===== src/rtl/ir_grid_pkg.sv =====
// Shared constants and index helpers for the 5x5 IR sensor grid.
// Cell index = row*GRID_DIM + col.
package ir_grid_pkg;

  localparam int GRID_DIM = 5;
  localparam int N_CELLS  = 25;
  localparam int IDX_W    = 5;

  function automatic logic [2:0] idx_row(input logic [IDX_W-1:0] idx);
    logic [2:0] row;
    case (idx) inside
      [5'd0 : 5'd4]:   row = 3'd0;
      [5'd5 : 5'd9]:   row = 3'd1;
      [5'd10 : 5'd14]: row = 3'd2;
      [5'd15 : 5'd19]: row = 3'd3;
      default:         row = 3'd4;
    endcase
    return row;
  endfunction

  function automatic logic [2:0] idx_col(input logic [IDX_W-1:0] idx);
    logic [IDX_W-1:0] row_base;
    row_base = IDX_W'(idx_row(idx)) * IDX_W'(GRID_DIM);
    return 3'(idx - row_base);
  endfunction

  // Bit i set when cell i is a 4-neighbour of idx.
  function automatic logic [N_CELLS-1:0] adj_mask(input logic [IDX_W-1:0] idx);
    logic [N_CELLS-1:0] mask;
    logic [2:0] row;
    logic [2:0] col;
    row  = idx_row(idx);
    col  = idx_col(idx);
    mask = '0;
    if (col != 3'd0) mask[idx - 5'd1] = 1'b1;
    if (col != 3'(GRID_DIM - 1)) mask[idx + 5'd1] = 1'b1;
    if (row != 3'd0) mask[idx - 5'(GRID_DIM)] = 1'b1;
    if (row != 3'(GRID_DIM - 1)) mask[idx + 5'(GRID_DIM)] = 1'b1;
    return mask;
  endfunction

endpackage


===== src/rtl/ir_debounce.sv =====
// Per-cell IR conditioning: two-flop synchroniser into a saturating
// low-time counter; stable is high once the line has been low long enough.
module ir_debounce
  import ir_grid_pkg::*;
#(
  parameter int DEBOUNCE_CYCLES = 50000,
  parameter int CNT_W           = 16
) (
  input  logic clk,
  input  logic resetn,
  input  logic raw,
  input  logic clr,
  output logic stable
);

  localparam logic [CNT_W-1:0] CNT_MAX = CNT_W'(DEBOUNCE_CYCLES);

  logic             sync1;
  logic             s;
  logic [CNT_W-1:0] cnt;

  always_ff @(posedge clk) begin
    if (!resetn) begin
      sync1 <= 1'b1;
      s     <= 1'b1;
      cnt   <= '0;
    end else begin
      sync1 <= raw;
      s     <= sync1;
      // The synchroniser keeps running through a round clear, so a held
      // cell restarts debounce immediately from zero.
      if (s || clr)
        cnt <= '0;
      else if (cnt != CNT_MAX)
        cnt <= cnt + CNT_W'(1);
    end
  end

  assign stable = (cnt == CNT_MAX);

endmodule


===== src/rtl/ir_trace_latch.sv =====
// Latches debounced IR touches as traced cells and reports each new one.
// Optional build macro TRACE_ADJ_EN restricts grants to 4-neighbours of the last cell.
module ir_trace_latch
  import ir_grid_pkg::*;
#(
  parameter int DEBOUNCE_CYCLES = 50000,
  parameter int CNT_W           = 16
) (
  input  logic               clk,
  input  logic               resetn,
  input  logic [N_CELLS-1:0] ir_raw,
  input  logic               clear_trace,
  output logic [N_CELLS-1:0] ir_out,
  output logic               new_cell_valid,
  output logic [IDX_W-1:0]   new_cell_idx,
  output logic [IDX_W-1:0]   traced_count,
  output logic               all_traced
);

  logic [N_CELLS-1:0] stable;
  logic [N_CELLS-1:0] pending;
  logic [N_CELLS-1:0] traced;
  logic [N_CELLS-1:0] qualified;
  logic [N_CELLS-1:0] grant_vec;
  logic               has_grant;
  logic [IDX_W-1:0]   grant_idx;

  for (genvar i = 0; i < N_CELLS; i++) begin : g_cell
    ir_debounce #(
      .DEBOUNCE_CYCLES(DEBOUNCE_CYCLES),
      .CNT_W          (CNT_W)
    ) u_debounce (
      .clk   (clk),
      .resetn(resetn),
      .raw   (ir_raw[i]),
      .clr   (clear_trace),
      .stable(stable[i])
    );
  end

`ifdef TRACE_ADJ_EN
  logic first_done;

  always_comb begin
    qualified = pending;
    if (first_done)
      qualified = pending & adj_mask(new_cell_idx);
  end
`else
  assign qualified = pending;
`endif

  always_comb begin
    has_grant = 1'b0;
    grant_idx = '0;
    for (int i = N_CELLS - 1; i >= 0; i--) begin
      if (qualified[i]) begin
        has_grant = 1'b1;
        grant_idx = IDX_W'(i);
      end
    end
    grant_vec = has_grant ? (N_CELLS'(1) << grant_idx) : '0;
  end

  always_ff @(posedge clk) begin
    if (!resetn) begin
      pending        <= '0;
      traced         <= '0;
      new_cell_valid <= 1'b0;
      new_cell_idx   <= '0;
      traced_count   <= '0;
    end else if (clear_trace) begin
      pending        <= '0;
      traced         <= '0;
      new_cell_valid <= 1'b0;
      traced_count   <= '0;
    end else begin
      // Granted bit is masked last: its stable input is still high this cycle.
      pending        <= (qualified | (stable & ~traced)) & ~grant_vec;
      traced         <= traced | grant_vec;
      new_cell_valid <= has_grant;
      if (has_grant) begin
        new_cell_idx <= grant_idx;
        traced_count <= traced_count + IDX_W'(1);
      end
    end
  end

`ifdef TRACE_ADJ_EN
  always_ff @(posedge clk) begin
    if (!resetn || clear_trace)
      first_done <= 1'b0;
    else if (has_grant)
      first_done <= 1'b1;
  end
`endif

  assign ir_out     = ~traced;
  assign all_traced = (traced_count == IDX_W'(N_CELLS));

endmodule


===== config.mk =====
export PLATFORM = sky130hd
export DESIGN_NAME = ir_trace_latch
export DESIGN_NICKNAME = d
export VERILOG_FILES = /design/src/rtl/ir_grid_pkg.sv /design/src/rtl/ir_debounce.sv /design/src/rtl/ir_trace_latch.sv
export SDC_FILE = /design/constraint.sdc
export NUM_CORES = 1
export LEC_CHECK = 0
export ABC_AREA = 1
export ABC_CLOCK_PERIOD_IN_PS = 2300
export BUFFER_PORTS_ARGS = -buffer_cell sky130_fd_sc_hd__buf_2
export CAP_MARGIN = 20
export CELL_PAD_IN_SITES_DETAIL_PLACEMENT = 0
export CELL_PAD_IN_SITES_GLOBAL_PLACEMENT = 1
export CORE_MARGIN = 2
export CORE_UTILIZATION = 35
export CTS_CLUSTER_DIAMETER = 30
export DETAILED_ROUTE_END_ITERATION = 7
export GPL_TIMING_DRIVEN = 0
export PLACE_DENSITY_LB_ADDON = 0.12
export SYNTH_ARGS = -nofsm -noshare
export SYNTH_HDL_FRONTEND = slang
export SYNTH_HIERARCHICAL = 1
export SYNTH_SLANG_ARGS = --single-unit

===== constraint.sdc =====
create_clock -name clk -period 2.3 [get_ports clk]
set_input_delay 0.46 -clock clk [delete_from_list [all_inputs] [get_ports clk]]
set_output_delay 0.46 -clock clk [all_outputs]
set_load 0.01 [all_outputs]

==> out/metrics.cfg, run 1 <==
[grt]
grt_pass1_vias = 25000
antenna_found_initial = 0
grt_usage_pct = 18.0
overflow = 0
grt_max_degree = 43
grt_pass1_wl_mm = 123

[synth]
syn_nets = 4391
netlist_top_cells_count = nand2_1 (916), nor2_1 (741), inv_1 (669), dfxtp_1 (511), a21oi_1 (251)
ys_ff_latch = 511
yosysTopAreaCellShare_pct = 36.5
yosys.area.top_type = dfxtp_1
synth_area_mm2 = 0.0280
yosysWarnings = 6
synth_edf_count = 0
yosysSeqAreaShare_pct = 36.5
syn_inst = 4311
async_flop_share_pct = 0
yosysMostFrequentCell = nand2_1
synth_cell_type_count = 32
avgSynthCellArea_um2 = 6.50
synthFlopType = dfxtp_1
synth_area_leaders = dfxtp_1 (37%), nand2_1 (12%), nor2_1 (9.9%), inv_1 (9.0%), a21oi_1 (4.5%)

[detailed_routing]
drt_first_iter_violations = 1043
detail-route-antenna-nets = 0
wl_mm = 73.9
firstDrtPassIters = 5
drc_errors = 0
via_per_inst = 4.60
vias = 26300
wl_per_cell_um = 12.9

[clock_network]
clkTransAtPathRegs_ps = 50
clk_latency_ps = 710
cts_tree = done
htree_levels = 4
cts_num_sinks = 511
clockRootBuffer = clkbuf_16
numCtsBuffers = 147
clockBufferDepth = 3

[power]
ir_worst_vdd_mv = 0.681
clkPwrFrac_pct = 69.7
power_density_mw_per_mm2 = 863
p_leak_nw = 13.7
p_total_mw = 30.6
p_sw_mw = 6.36
seq_power_share_pct = 29.3
pwr-share-comb_pct = 1.0
sw_frac_of_total_pct = 20.8
p_int_mw = 24.3

[critical_path]
crit_arrival_ps = 2810
critPathKind = reg2reg
timing.rr.start = pending[22]
path_common_cell = nand2_1
rr_worst_depth = 28
required_ps = 2900
path_depth = 28
critPathBufInv = 3
startpoint = pending[22]
r2r_slack_ps = 90
path_delay_family = simple AND/OR/NAND/NOR gates
crit_end = pending[12]
start_kind = flop
worst_path_largest_cell_delay_ps = 350
critPathMaxFanout = 5
worst_setup_path_end_kind = flop
crit_slowest_cell = dfxtp_2
rr_endpoint = pending[12]

[min_path]
hold_depth = 2
hold_class = in2reg

[sta]
worstMarginPinSlew_ps = 956
max_slew_margin_pct = 35.7
min_period_ps = 2210
max_freq_ghz = 0.452
finalSetupViolCount = 0
fin_skew_ps = 23.6
period_share_pct = 96.2
fin_tns_setup_ps = 0
slew_viol_final = 0
hold_viol = 0
rsz0062_at_grt = true

[placed_design]
routabilityCongestion = 0.808
hpwl_mm = 54.4
postPlaceCellArea_mm2 = 0.0297
placed_cells = 5428
portBuffers = 64

[flow_run]
drv_cap = 0

[layout]
drive_gt1_share_pct = 14.0
finalInstanceArea_mm2 = 0.0355
fin_cells = 5732
area_delta_synth_final_pct = 26.6
antennaDiodeCount = 0
fill_cells = 8301
nNetsFinal = 4641

[die]
fp.dieW_um = 287
io_pins = 65
die_h_um = 287
fp-row-count = 103
start_util_pct = 35.4
core-area_mm2 = 0.0791
dieArea_mm2 = 0.0824

[status]
status = finished clean

==> per-layer routing <==
metal  track usage [%]  wire length [um]
met5                 0                 0
met4              6.16              1570
met3              4.86              3340
met2              28.1             32000
met1              23.9             37000
==> cells in the final DEF (no fill, tap or decap), types with 28 or more instances in the layout <==
cell type and count:
nand2_1 910, nor2_1 736, inv_1 667, dfxtp_1 508
a21oi_1 244, nand3_1 238, o21ai_0 155, nand4_1 155
clkbuf_16 148, buf_2 91, o21ai_1 75, nand3_2 59
nor2_4 58, nand2_2 54, nor3_1 54, nor2_2 54
inv_2 52, ha_1 52, xor2_1 50, a31oi_1 50
clkinv_2 30, nor4_1 28
==> worst register-to-register path, delay by kind of cell (launching register included) <==
family / cells / cell delay [ps]
compound gates: 1 / 210
simple gates: 24 / 1330
buf+inv: 3 / 210
flops: 1 / 350
==> how the worst min path moves through the flow <==
stage                                            from                    endpoint  slack, ps
after global placement     g_cell[8].u_debounce/sync1      g_cell[8].u_debounce/s        380
after floorplan            g_cell[0].u_debounce/sync1      g_cell[0].u_debounce/s        380
final                                          resetn     g_cell[19].u_debounce/s        210
after CTS                                      resetn     g_cell[19].u_debounce/s        200
after global routing                           resetn  g_cell[7].u_debounce/sync1        220
after detailed placement  g_cell[11].u_debounce/sync1     g_cell[11].u_debounce/s        390
==> sequential cells by signal, summed over array words and instances, names as in the netlist <==
register                 count
g_cell.u_debounce/cnt      400
g_cell.u_debounce/s         25
g_cell.u_debounce/sync1     25
new_cell_idx                 5
new_cell_valid               1
pending                     25
traced                      25
traced_count                 5
==> metrics by stage <==
stage	setup WS, ps	hold slack (ps)	utilization, %
2_1_floorplan	439	380	-
3_3_place_gp	-1370	385	37.5
3_5_place_dp	-563	386	37.6
4_1_cts	51.9	198	44.6
5_1_grt	-198	217	44.8
6_report	87.5	214	44.8
==> cells by family after synthesis <==
| group | after synthesis | share of synthesized area, % |
|---|---|---|
| AO/OA/AOI/OAI | 564 | 10.6 |
| buffers and inverters | 752 | 10.2 |
| XOR/XNOR | 50 | 1.56 |
| adder cells (fa/ha/maj) | 52 | 2.32 |
| flip-flops | 511 | 36.5 |
| AND/OR/NAND/NOR | 2382 | 38.8 |
==> cell type report <==
type	instances	area, um2	share of cell area [%]
plain buffers	32	153	0.430
clock buffers	190	4090	11.5
clock inverters	80	1200	3.37
inverters	720	2710	7.62
multi-input cells	3048	15100	42.5
flip-flops and latches	511	10200	28.8
well taps	1050	1310	3.70
repair buffers	101	694	1.96
==> timing repair <==
action	4_1_cts	5_1_grt
endpoints found under the setup margin	7	47
hold endpoints to repair	25	0
resized for setup	2	43
hold buffers	25	0
pin swaps	1	10
buffers inserted	1	7
==> power by group through the flow <==
| stage | clock (mW) | sequential [mW] | combinational, mW |
|---|---|---|---|
| 6_report | 21.3 | 8.96 | 0.301 |
| 5_1_grt | 22.4 | 8.96 | 0.345 |
| 4_1_cts | 21.9 | 8.96 | 0.308 |
| 3_5_place_dp | 0 | 9.11 | 0.273 |
| 3_3_place_gp | 0 | 9.11 | 0.266 |
| 2_1_floorplan | 0 | 9.11 | 0.140 |
No activity file was read; power rests on OpenSTA's default activity.
==> run 2: changes to the inputs <==
--- a/config.mk
+++ b/config.mk
@@ -5,7 +5,6 @@
 export SDC_FILE = /design/constraint.sdc
 export NUM_CORES = 1
 export LEC_CHECK = 0
-export ABC_AREA = 1
 export ABC_CLOCK_PERIOD_IN_PS = 2300
 export BUFFER_PORTS_ARGS = -buffer_cell sky130_fd_sc_hd__buf_2
 export CAP_MARGIN = 20
==> out/metrics.cfg, run 2 <==
[sta]
finalSetupViolCount = 0
period_share_pct = 94.5
fin_skew_ps = 18.5
slew_viol_final = 0
fin_tns_setup_ps = 0
worstMarginPinSlew_ps = 881
setup_ws_ps = 127
min_period_ps = 2170
hold-worst-slack_ps = 233
max_slew_margin_pct = 41.2
rsz0062_at_grt = true
max_freq_ghz = 0.460
hold_viol = 0

[critical_path]
path_cells = or4_1 > o21ai_1 > nand2_1 > a21boi_4 > and3_1 > buf_2 > a211oi_1
worst_setup_path_end_kind = flop
path_delay_family = simple AND/OR/NAND/NOR gates
critPathKind = reg2reg
start_kind = flop
critPathBufInv = 1
critPathMaxFanout = 7
startpoint = pending[19]
required_ps = 2850
crit_arrival_ps = 2720
crit_slowest_cell = or4_1
timing.rr.start = pending[19]
worst_path_largest_cell_delay_ps = 540

[clock_network]
cts_tree = done
cts_num_sinks = 511
clockBufferDepth = 3
clockRootBuffer = clkbuf_16
clk_latency_ps = 700
numCtsBuffers = 136
clkTransAtPathRegs_ps = 40
htree_levels = 4

[die]
fp.dieW_um = 262
start_util_pct = 35.4
io_pins = 65
die_h_um = 262
core-area_mm2 = 0.0659
fp-row-count = 94
dieArea_mm2 = 0.0686

[synth]
ys_ff_latch = 511
synth_cell_type_count = 65
yosys.area.top_type = dfxtp_1
avgSynthCellArea_um2 = 8.81
synthFlopType = dfxtp_1
syn_inst = 2643
yosysTopAreaCellShare_pct = 43.9
yosysSeqAreaShare_pct = 43.9
yosysWarnings = 6
yosysMostFrequentCell = dfxtp_1
netlist_top_cells_count = dfxtp_1 (511), nor2_1 (329), nand2_1 (180), a21oi_1 (156), xnor2_1 (151)
syn_nets = 2723
synth_area_leaders = dfxtp_1 (44%), xnor2_1 (5.7%), nor2_1 (5.3%), a21oi_1 (3.4%), xor2_1 (2.9%)
synth_edf_count = 0
async_flop_share_pct = 0
synth_area_mm2 = 0.0233

[detailed_routing]
wl_per_cell_um = 14.2
drc_errors = 0
firstDrtPassIters = 5
wl_mm = 54.8
detail-route-antenna-nets = 0
vias = 19100
via_per_inst = 4.96
drt_first_iter_violations = 932

[min_path]
hold_class = in2reg
hp-start = resetn

[layout]
finalInstanceArea_mm2 = 0.0299
layout_commonest_cell = dfxtp_1
fill_cells = 6493
post-route-util_pct = 45.3
fin_cells = 3863
drive_gt1_share_pct = 15.0
final_cell_mix = dfxtp_1 (508), nor2_1 (329), nand2_1 (180)
regMostFlops = g_cell.u_debounce/cnt
area_delta_synth_final_pct = 28.2
nNetsFinal = 2969
antennaDiodeCount = 0
largest_reg_flops = 400

[power]
ir_worst_vdd_mv = 0.435
p_total_mw = 28.1
power_density_mw_per_mm2 = 942
p_leak_nw = 10.3

[placed_design]
routabilityCongestion = 0.796
portBuffers = 64
hpwl_mm = 36.9
placed_cells = 3572
postPlaceCellArea_mm2 = 0.0247
pre_cts_slack_ps = -392

[grt]
grt_usage_pct = 16.3
grt_pass1_wl_mm = 91.1
grt_max_degree = 58
overflow = 0
grt_pass1_vias = 18500
antenna_found_initial = 0

[status]
status = finished clean

[flow_run]
drv_cap = 0

==> run 2: path summary, 6_finish.rpt <==
| kind | to | slack [ps] | cells after the start |
|---|---|---|---|
| worst max register to register | pending[23] | 130 | 7 |
| worst min register to register | g_cell[24].u_debounce/s | 400 | 1 |
| worst max-delay path | pending[23] | 130 | 7 |
| worst min-delay path | g_cell[24].u_debounce/s | 230 | 2 |
==> run 2: cell families after synthesis <==
family / count (synthesis) / share of synthesized area, %
compound gates: 328 / 8.68
buf+inv: 194 / 3.20
flops: 511 / 43.9
mux: 53 / 2.28
fa+ha+maj: 52 / 2.79
simple gates: 1276 / 30.5
xor+xnor: 229 / 8.61
==> run 2: per-layer routing <==
metal,GRT usage [%],vias up,part of all wire (%)
met4,7.05,0,2.2
met5,0,-,0
met1,21.0,8951,49
met2,25.3,252,44
met3,4.76,98,4.9
li1,-,9848,-
==> run 2: power breakdown <==
part	switching (mW)	internal [mW]
sequential	0.0250	8.94
clock	5.80	13.1
combinational	0.158	0.109
==> run 2: final cells by class <==
class	count	area (um2)	share of cell area (%)
multi-input cells	1938	12400	41.4
plain buffers	61	246	0.825
flip-flops and latches	511	10200	34.3
clock inverters	71	873	2.92
well taps	864	1080	3.62
repair buffers	109	746	2.50
inverters	132	495	1.66
clock buffers	177	3810	12.8
==> run 2: worst register-to-register path: cells and delay by family, from the launching register on <==
family          cells  cell delay [ps]
compound gates      3              560
buf+inv             1              230
flops               1              360
simple gates        3              880
==> run 2: repair_timing <==
| item | 4_1_cts | 5_1_grt |
|---|---|---|
| hold buffers | 25 | 0 |
| pin swaps | 2 | 9 |
| setup buffers | 4 | 15 |
| endpoints found under the hold margin | 25 | 0 |
| resized for setup | 2 | 11 |
| gates cloned | 0 | 0 |
| setup endpoints to repair | 12 | 36 |
==> run 3: changes to the inputs <==
--- a/config.mk
+++ b/config.mk
@@ -15,7 +15,7 @@
 export CTS_CLUSTER_DIAMETER = 30
 export DETAILED_ROUTE_END_ITERATION = 7
 export GPL_TIMING_DRIVEN = 0
-export PLACE_DENSITY_LB_ADDON = 0.12
+export PLACE_DENSITY_LB_ADDON = 0.1
 export SYNTH_ARGS = -nofsm -noshare
 export SYNTH_HDL_FRONTEND = slang
 export SYNTH_HIERARCHICAL = 1
==> constraint.sdc (replaced) <==
create_clock -name clk -period 2.3 [get_ports clk]
set_input_delay 0.23 -clock clk [delete_from_list [all_inputs] [get_ports clk]]
set_output_delay 0.23 -clock clk [all_outputs]
set_load 0.01 [all_outputs]
==> out/metrics.cfg, run 3 (synthesized netlist as in run 2, its figures left out) <==
[status]
status = finished clean

[detailed_routing]
drc_errors = 0
detail-route-antenna-nets = 0
met1Wirelength_mm = 26.6
drt_first_iter_violations = 915
via_per_inst = 4.93
vias = 19100
wl_met3_mm = 2.60
firstDrtPassIters = 5
wl_per_cell_um = 14.2
wl_mm = 54.8
met2RoutedLength_mm = 24.2
top_layer = met4

[clock_network]
clockBufferDepth = 3
clkTransAtPathRegs_ps = 40
numCtsBuffers = 141
cts_num_sinks = 511
cts_tree = done
clockRootBuffer = clkbuf_16
clk_latency_ps = 690
htree_levels = 4

[layout]
largest_reg_flops = 400
post-route-util_pct = 45.8
layout_commonest_cell = dfxtp_1
finalInstanceArea_mm2 = 0.0302
fill_cells = 6377
antennaDiodeCount = 0
drive_gt1_share_pct = 14.8
final_cell_mix = dfxtp_1 (509), nor2_1 (329), nand2_1 (180)
regMostFlops = g_cell.u_debounce/cnt
nNetsFinal = 2970
area_delta_synth_final_pct = 29.5

[sta]
setup_ws_ps = 61.6
worstMarginPinSlew_ps = 873
hold_viol = 0
hold-worst-slack_ps = 264
slew_viol_final = 0
fin_tns_setup_ps = 0
period_share_pct = 97.3
rsz0062_at_grt = true
finalSetupViolCount = 0
fin_skew_ps = 15.8
min_period_ps = 2240
max_freq_ghz = 0.447
max_slew_margin_pct = 41.8

[critical_path]
critPathMaxFanout = 7
crit_arrival_ps = 2760
crit_slowest_cell = dfxtp_1
critPathBufInv = 1
worst_setup_path_end_kind = flop
start_kind = flop
worst_path_largest_cell_delay_ps = 480
required_ps = 2830
path_cells = nor2_1 > a221oi_1 > o211ai_1 > a311oi_2 > and3_1 > buf_2 > a211oi_1
critPathKind = reg2reg
path_delay_family = compound AO/OA/AOI/OAI gates

[grt]
grt_pass1_wl_mm = 91.2
grt_pass1_vias = 18500
antenna_found_initial = 0
overflow = 0
grt_usage_pct = 16.2
grt_max_degree = 63

[placed_design]
postPlaceCellArea_mm2 = 0.0247
pre_cts_slack_ps = -153
hpwl_mm = 36.7
routabilityCongestion = 0.773
portBuffers = 64

[die]
io_pins = 65
fp.dieW_um = 262
core-area_mm2 = 0.0659
dieArea_mm2 = 0.0686
fp-row-count = 94
start_util_pct = 35.4
die_h_um = 262

[flow_run]
drv_cap = 0

[min_path]
hold_class = in2reg

[power]
p_leak_nw = 10.5
power_density_mw_per_mm2 = 976
ir_worst_vdd_mv = 0.484

-- run 3: power breakdown --
group / internal [mW] / switching (mW) / leakage, nW / total (mW)
combinational: 0.116 / 0.160 / 3.89 / 0.276
clock: 14.4 / 5.76 / 2.45 / 20.2
sequential: 8.94 / 0.0255 / 4.13 / 8.97
total: 23.5 / 5.94 / 10.5 / 29.4
-- run 3: through the flow --
step           total power [mW]  instances
2_1_floorplan              9.23       2643
3_3_place_gp               9.36       3571
3_5_place_dp               9.36       3572
4_1_cts                    29.9       3862
5_1_grt                    30.5       3870
6_report                   29.4       3870
-- run 3: what timing repair did --
item,4_1_cts,5_1_grt
endpoints found under the setup margin,8,42
pin swaps,0,6
buffers inserted,0,8
hold buffers,31,0
endpoints found under the hold margin,29,0
gates cloned,0,0
gates resized for setup,2,14
-- run 3: path summary, 6_finish.rpt --
kind                               startpoint                          end  slack (ps)  depth (start not counted)
hold / removal                     ir_raw[11]  g_cell[11].u_debounce/sync1         260                          3
setup / recovery                  pending[19]                  pending[23]          60                          7
setup reg to reg                  pending[19]                  pending[23]          60                          7
hold reg to reg   g_cell[15].u_debounce/sync1      g_cell[15].u_debounce/s         400                          1
-- run 3: final cells by class --
class / count / area (um2) / area share (%)
multi-input combinational: 1938 / 12400 / 41.1
sequential: 511 / 10200 / 33.9
inverter: 132 / 495 / 1.64
clock buffer: 188 / 3990 / 13.2
buffer: 62 / 254 / 0.842
clock inverter: 71 / 1000 / 3.33
tap: 864 / 1080 / 3.58
timing repair buffer: 104 / 727 / 2.41
-- run 3: metal layers --
metal  up-vias  track usage [%]
li1       9879                -
met1      8837             21.0
met2       253             25.2
met3       116             4.61
met4         0             7.00
met5         -                0
-- run 3: tightest hold or removal path, stage by stage --
cell	delay, ps
dlygate4sd3_1	510
buf_2	90
nand2b_1	80
